===== src/rtl/inst_fetch_responder.sv =====
// Instruction fetch responder: queues PC-unit requests, issues aligned memory reads,
// and returns fetched words in order while discarding responses made stale by a jump.
module inst_fetch_responder #(
  parameter int unsigned QDepth    = 4,
  parameter int unsigned DataWidth = 64
) (
  input  logic                 clk,
  input  logic                 reset_n,
  input  logic                 request_i,
  input  logic [31:0]          addr_i,
  input  logic                 jumpFlag_i,
  output logic                 ready_o,
  output logic                 dataOk_o,
  output logic [DataWidth-1:0] data_o,
  output logic [31:0]          dataAddr_o,
  output logic                 mem_req_o,
  output logic [31:0]          mem_addr_o,
  input  logic                 mem_gnt_i,
  input  logic                 mem_rvalid_i,
  input  logic [DataWidth-1:0] mem_rdata_i
);

  localparam int unsigned AW = (QDepth > 1) ? $clog2(QDepth) : 1;
  localparam int unsigned PW = AW + 1;

  typedef logic [PW-1:0] ptr_t;

  ptr_t              rq_wr, rq_rd, if_wr, if_rd, stale_cnt;
  logic [31:0]       rq_addr [QDepth];
  logic [31:0]       if_addr [QDepth];
  logic [QDepth-1:0] if_live;

  logic [AW-1:0] rq_wr_idx, rq_rd_idx, if_wr_idx, if_rd_idx;
  logic          rq_empty, rq_full, if_empty, if_full;
  logic          rq_push, grant, if_pop, deliver, discard;
  ptr_t          if_count_next;

  assign rq_wr_idx = rq_wr[AW-1:0];
  assign rq_rd_idx = rq_rd[AW-1:0];
  assign if_wr_idx = if_wr[AW-1:0];
  assign if_rd_idx = if_rd[AW-1:0];

  // Full when the wrap bits differ and the index bits match.
  assign rq_empty = (rq_wr == rq_rd);
  assign rq_full  = (rq_wr[AW] != rq_rd[AW]) && (rq_wr_idx == rq_rd_idx);
  assign if_empty = (if_wr == if_rd);
  assign if_full  = (if_wr[AW] != if_rd[AW]) && (if_wr_idx == if_rd_idx);

  assign ready_o    = !rq_full;
  assign mem_req_o  = !rq_empty && !if_full;
  assign mem_addr_o = {rq_addr[rq_rd_idx][31:3], 3'b000};

  assign rq_push = request_i && ready_o;
  assign grant   = mem_req_o && mem_gnt_i;
  assign if_pop  = mem_rvalid_i && !if_empty;
  assign deliver = if_pop && if_live[if_rd_idx] && !jumpFlag_i;
  assign discard = if_pop && !deliver;

  assign if_count_next = (if_wr - if_rd) + PW'(grant) - PW'(if_pop);

  // Queue pointers, liveness and stale bookkeeping.
  always_ff @(posedge clk or negedge reset_n) begin
    if (!reset_n) begin
      rq_wr     <= '0;
      rq_rd     <= '0;
      if_wr     <= '0;
      if_rd     <= '0;
      if_live   <= '0;
      stale_cnt <= '0;
    end else begin
      rq_wr <= rq_wr + PW'(rq_push);
      if (jumpFlag_i) begin
        rq_rd <= rq_wr;
      end else if (grant) begin
        rq_rd <= rq_rd + PW'(1);
      end
      if_wr <= if_wr + PW'(grant);
      if_rd <= if_rd + PW'(if_pop);
      if (jumpFlag_i) begin
        if_live <= '0;
      end
      if (grant) begin
        if_live[if_wr_idx] <= !jumpFlag_i;
      end
      if (jumpFlag_i) begin
        stale_cnt <= if_count_next;
      end else if (discard && (stale_cnt != '0)) begin
        stale_cnt <= stale_cnt - PW'(1);
      end
    end
  end

  // Address storage needs no reset; only pointer-covered entries are ever read.
  always_ff @(posedge clk) begin
    if (rq_push) begin
      rq_addr[rq_wr_idx] <= addr_i;
    end
    if (grant) begin
      if_addr[if_wr_idx] <= rq_addr[rq_rd_idx];
    end
  end

  // Registered response outputs.
  always_ff @(posedge clk or negedge reset_n) begin
    if (!reset_n) begin
      dataOk_o   <= 1'b0;
      data_o     <= '0;
      dataAddr_o <= '0;
    end else begin
      dataOk_o <= deliver;
      if (deliver) begin
        data_o     <= mem_rdata_i;
        dataAddr_o <= if_addr[if_rd_idx];
      end
    end
  end

endmodule


===== config.mk =====
export PLATFORM = sky130hd
export DESIGN_NAME = inst_fetch_responder
export DESIGN_NICKNAME = d
export VERILOG_FILES = /design/src/rtl/inst_fetch_responder.sv
export SDC_FILE = /design/constraint.sdc
export NUM_CORES = 1
export LEC_CHECK = 0
export CORE_MARGIN = 2
export CORE_UTILIZATION = 50
export CTS_BUF_LIST = sky130_fd_sc_hd__clkbuf_4
export CTS_CLUSTER_SIZE = 25
export DETAILED_ROUTE_END_ITERATION = 16
export GPL_TIMING_DRIVEN = 0
export HOLD_SLACK_MARGIN = 0.12
export PLACE_DENSITY = 0.76
export RECOVER_POWER = 100
export SLEW_MARGIN = 20
export SYNTH_ARGS = -nofsm -noshare
export SYNTH_HDL_FRONTEND = slang
export SYNTH_SLANG_ARGS = --single-unit

===== constraint.sdc =====
create_clock -name clk -period 4.4 [get_ports clk]
set_input_delay 0.88 -clock clk [delete_from_list [all_inputs] [get_ports clk]]
set_output_delay 0.88 -clock clk [all_outputs]
set_load 0.005 [all_outputs]

==> impl_metrics.env <==
export IMPL_drc=0
export IMPL_critical_path_max_stage_delay_ns=0.64
export IMPL_leakage_nw=6.69
export IMPL_first_global_vias=7768
export IMPL_placed_cell_area_mm2=0.0168
export IMPL_cap_violations=3
export IMPL_drtAntennaViolNets=0
export IMPL_status="complete, but fails checks"
export IMPL_die_area_mm2=0.0289
export IMPL_rows=60
export IMPL_clock_path_buffers=3
export IMPL_antenna_found_initial=4
export IMPL_clock_skew_ns=0.0519
export IMPL_critPathMaxFanout=10
export IMPL_hp_class="reg2reg"
export IMPL_stdcell_area_mm2=0.0177
export IMPL_r2r_slack_ns=0.51
export IMPL_dp_cells=1217
export IMPL_period_share=0.922
export IMPL_overflow=0
export IMPL_failed_checks="max-capacitance violations, max-slew violations"
export IMPL_max_slew_margin=-1.09
export IMPL_gp_congestion=0.761
export IMPL_grt_max_degree=58
export IMPL_yosysWarnings=0
export IMPL_tightest_slew_ns=3.13
export IMPL_grt_pass1_wl_um=42300
export IMPL_startpoint_type="flip-flop"
export IMPL_drt_pre_antenna_iters=4
export IMPL_initial_core_util=0.510
export IMPL_fill_cells=1868
export IMPL_cts_sinks=369
export IMPL_period_minus_slack_ns=4.06
export IMPL_die_x_um=170
export IMPL_wl_per_cell_um=19.8
export IMPL_drt_iter0_drc=428
export IMPL_hold_slack_ns=0.479
export IMPL_fin_total_pwr_mw=12.2
export IMPL_pin_count=233
export IMPL_finalSetupViolations=0
export IMPL_fmax_ghz=0.246
export IMPL_hold_viol_final=0
export IMPL_drt_total_wl_um=27500
export IMPL_final_common_cell="edfxtp_1"
export IMPL_area_delta_synth_final_pct=28.5
export IMPL_drive_above_1_share=0.290
export IMPL_clk_pin_slew_ns=0.07
export IMPL_cts_root_buf="clkbuf_4"
export IMPL_cp_slowest_cell="mux4_2"
export IMPL_crit_chain="clkbuf_1, buf_2, mux4_2, dlygate4sd3_1"
export IMPL_netlist_instances=624
export IMPL_final_cell_mix="edfxtp_1, dlygate4sd3_1, clkbuf_4"
export IMPL_power_density_mw_per_mm2=691
export IMPL_chipHeight_um=170
export IMPL_post_cts_setup_buffers=0
export IMPL_core_area_mm2=0.0270
export IMPL_route_vias_total=7238
export IMPL_avgSynthCellArea_um2=22.1
export IMPL_maxSlewViolCount=83
export IMPL_synth_cell_types=28
export IMPL_seqCellArea_mm2=0.0105
export IMPL_ys_seq_area_frac=0.762
export IMPL_worstSetupEndpointType="output port"
export IMPL_cts_tree="yes"
export IMPL_netlist_area_mm2=0.0138
export IMPL_hold_buffers=1
export IMPL_finalNetCount=1080
export IMPL_hpwlAfterDp_um=18800
export IMPL_path_class="reg2out"
export IMPL_cts_htree_levels=3
export IMPL_crit_arrival_ns=3.18
export IMPL_insertion_delay_ns=0.72
export IMPL_multi_input_area_mm2=0.00297
export IMPL_io_buffers=229
export IMPL_peakVddDrop_v=0.000436
export IMPL_cp_required_ns=3.52
export IMPL_grt_setup_unrepaired="no"
export IMPL_tns_ns=0
export IMPL_grt_usage=0.195
export IMPL_ys_ff_latch=369
export IMPL_cts_resized=0
export IMPL_cts_made_buffers=92
export IMPL_viasPerCell=5.21
export IMPL_finalNonFillerCells=1388
## layer usage
metal	global-route usage	up-vias	routed length, um
li1	-	3284	-
met1	0.229	3600	10500
met2	0.332	310	13900
met3	0.0665	42	2580
met4	0.0740	2	528
met5	0	-	13
## worst paths after layout
path / startpoint / to / cells after the start
worst min-delay path: data_o[12] / data_o[12] / 1
worst max-delay path: rq_rd[0] / mem_addr_o[29] / 4
worst max register to register: rq_rd[0] / rq_addr[2][12] / 7
min in group asynchronous: reset_n / data_o[48] / 2
max in group asynchronous: reset_n / data_o[6] / 2
worst min register to register: data_o[12] / data_o[12] / 1
## flip-flops by register name (all words and copies together) (netlist names)
register / cells
dataAddr_o: 32
dataOk_o: 1
data_o: 64
if_addr: 128
if_live: 4
if_rd: 3
if_wr: 3
rq_addr: 128
rq_rd: 3
rq_wr: 3
## worst max-delay path, delay by kind of cell (launching register included)
kind / cells / cell delay [ns]
buf+inv: 3 / 1.49
flops: 1 / 0.35
mux: 1 / 0.64
## kinds of logic (layout without fill, tap and decap cells)
logic type,after synthesis,after routing,synth area share
AOI/OAI and AO/OA,12,12,0.00680
muxes,161,161,0.192
DFF,369,369,0.762
other,1,6,0.000272
and+or+nand+nor,29,29,0.0106
adders and majority gates,7,7,0.00635
buffers and inverters,36,454,0.0154
xor gates and xnor gates,9,9,0.00572
## metrics by stage
step                      utilization  setup slack, ns
after floorplan                     -            0.301
after global placement          0.611            -2.20
after detailed placement        0.622             1.06
after CTS                       0.668            0.394
after global routing            0.656            0.170
final                           0.656            0.343
## area by class of cell
type	instances	area share
flip-flops and latches	369	0.593
repair buffers	251	0.137
multi-input cells	221	0.168
well taps	341	0.0241
clock buffers	149	0.0631
clock inverters	18	0.00544
plain buffers	32	0.00805
diodes	3	0.000424
inverters	4	0.000847
## report_power, final
group | total [mW] | internal, mW | switching, mW
Combinational | 3.85 | 2.04 | 1.81
Sequential | 5.54 | 5.15 | 0.388
Clock | 2.86 | 1.54 | 1.32
## cell usage after synthesis
| library cell | n | share of area |
|---|---|---|
| buf_2 | 11 | 0.0040 |
| clkbuf_1 | 11 | 0.0030 |
| a31o_2 | 1 | 0.00064 |
| or3_1 | 1 | 0.00045 |
| o31ai_1 | 6 | 0.0033 |
| nor3_1 | 4 | 0.0015 |
| o31a_1 | 1 | 0.00064 |
| conb_1 | 1 | 0.00027 |
| buf_6 | 7 | 0.0057 |
| mux2_4 | 29 | 0.032 |
| or4_1 | 2 | 0.0011 |
| nor2_1 | 7 | 0.0019 |
| ha_1 | 7 | 0.0064 |
| buf_4 | 3 | 0.0016 |
| mux2_2 | 67 | 0.055 |
| a22o_1 | 1 | 0.00064 |
| nand3_1 | 1 | 0.00036 |
| mux4_2 | 65 | 0.11 |
| nand2_1 | 7 | 0.0019 |
| edfxtp_1 | 256 | 0.56 |
| dfrtp_1 | 113 | 0.21 |
| xor2_1 | 9 | 0.0057 |
| a21bo_2 | 1 | 0.00073 |
| a31oi_1 | 2 | 0.00091 |
| and3_1 | 2 | 0.00091 |
| nand2b_1 | 2 | 0.00091 |
| inv_1 | 4 | 0.0011 |
| nor3b_1 | 3 | 0.0016 |
Power figures use the tool's default switching activity.
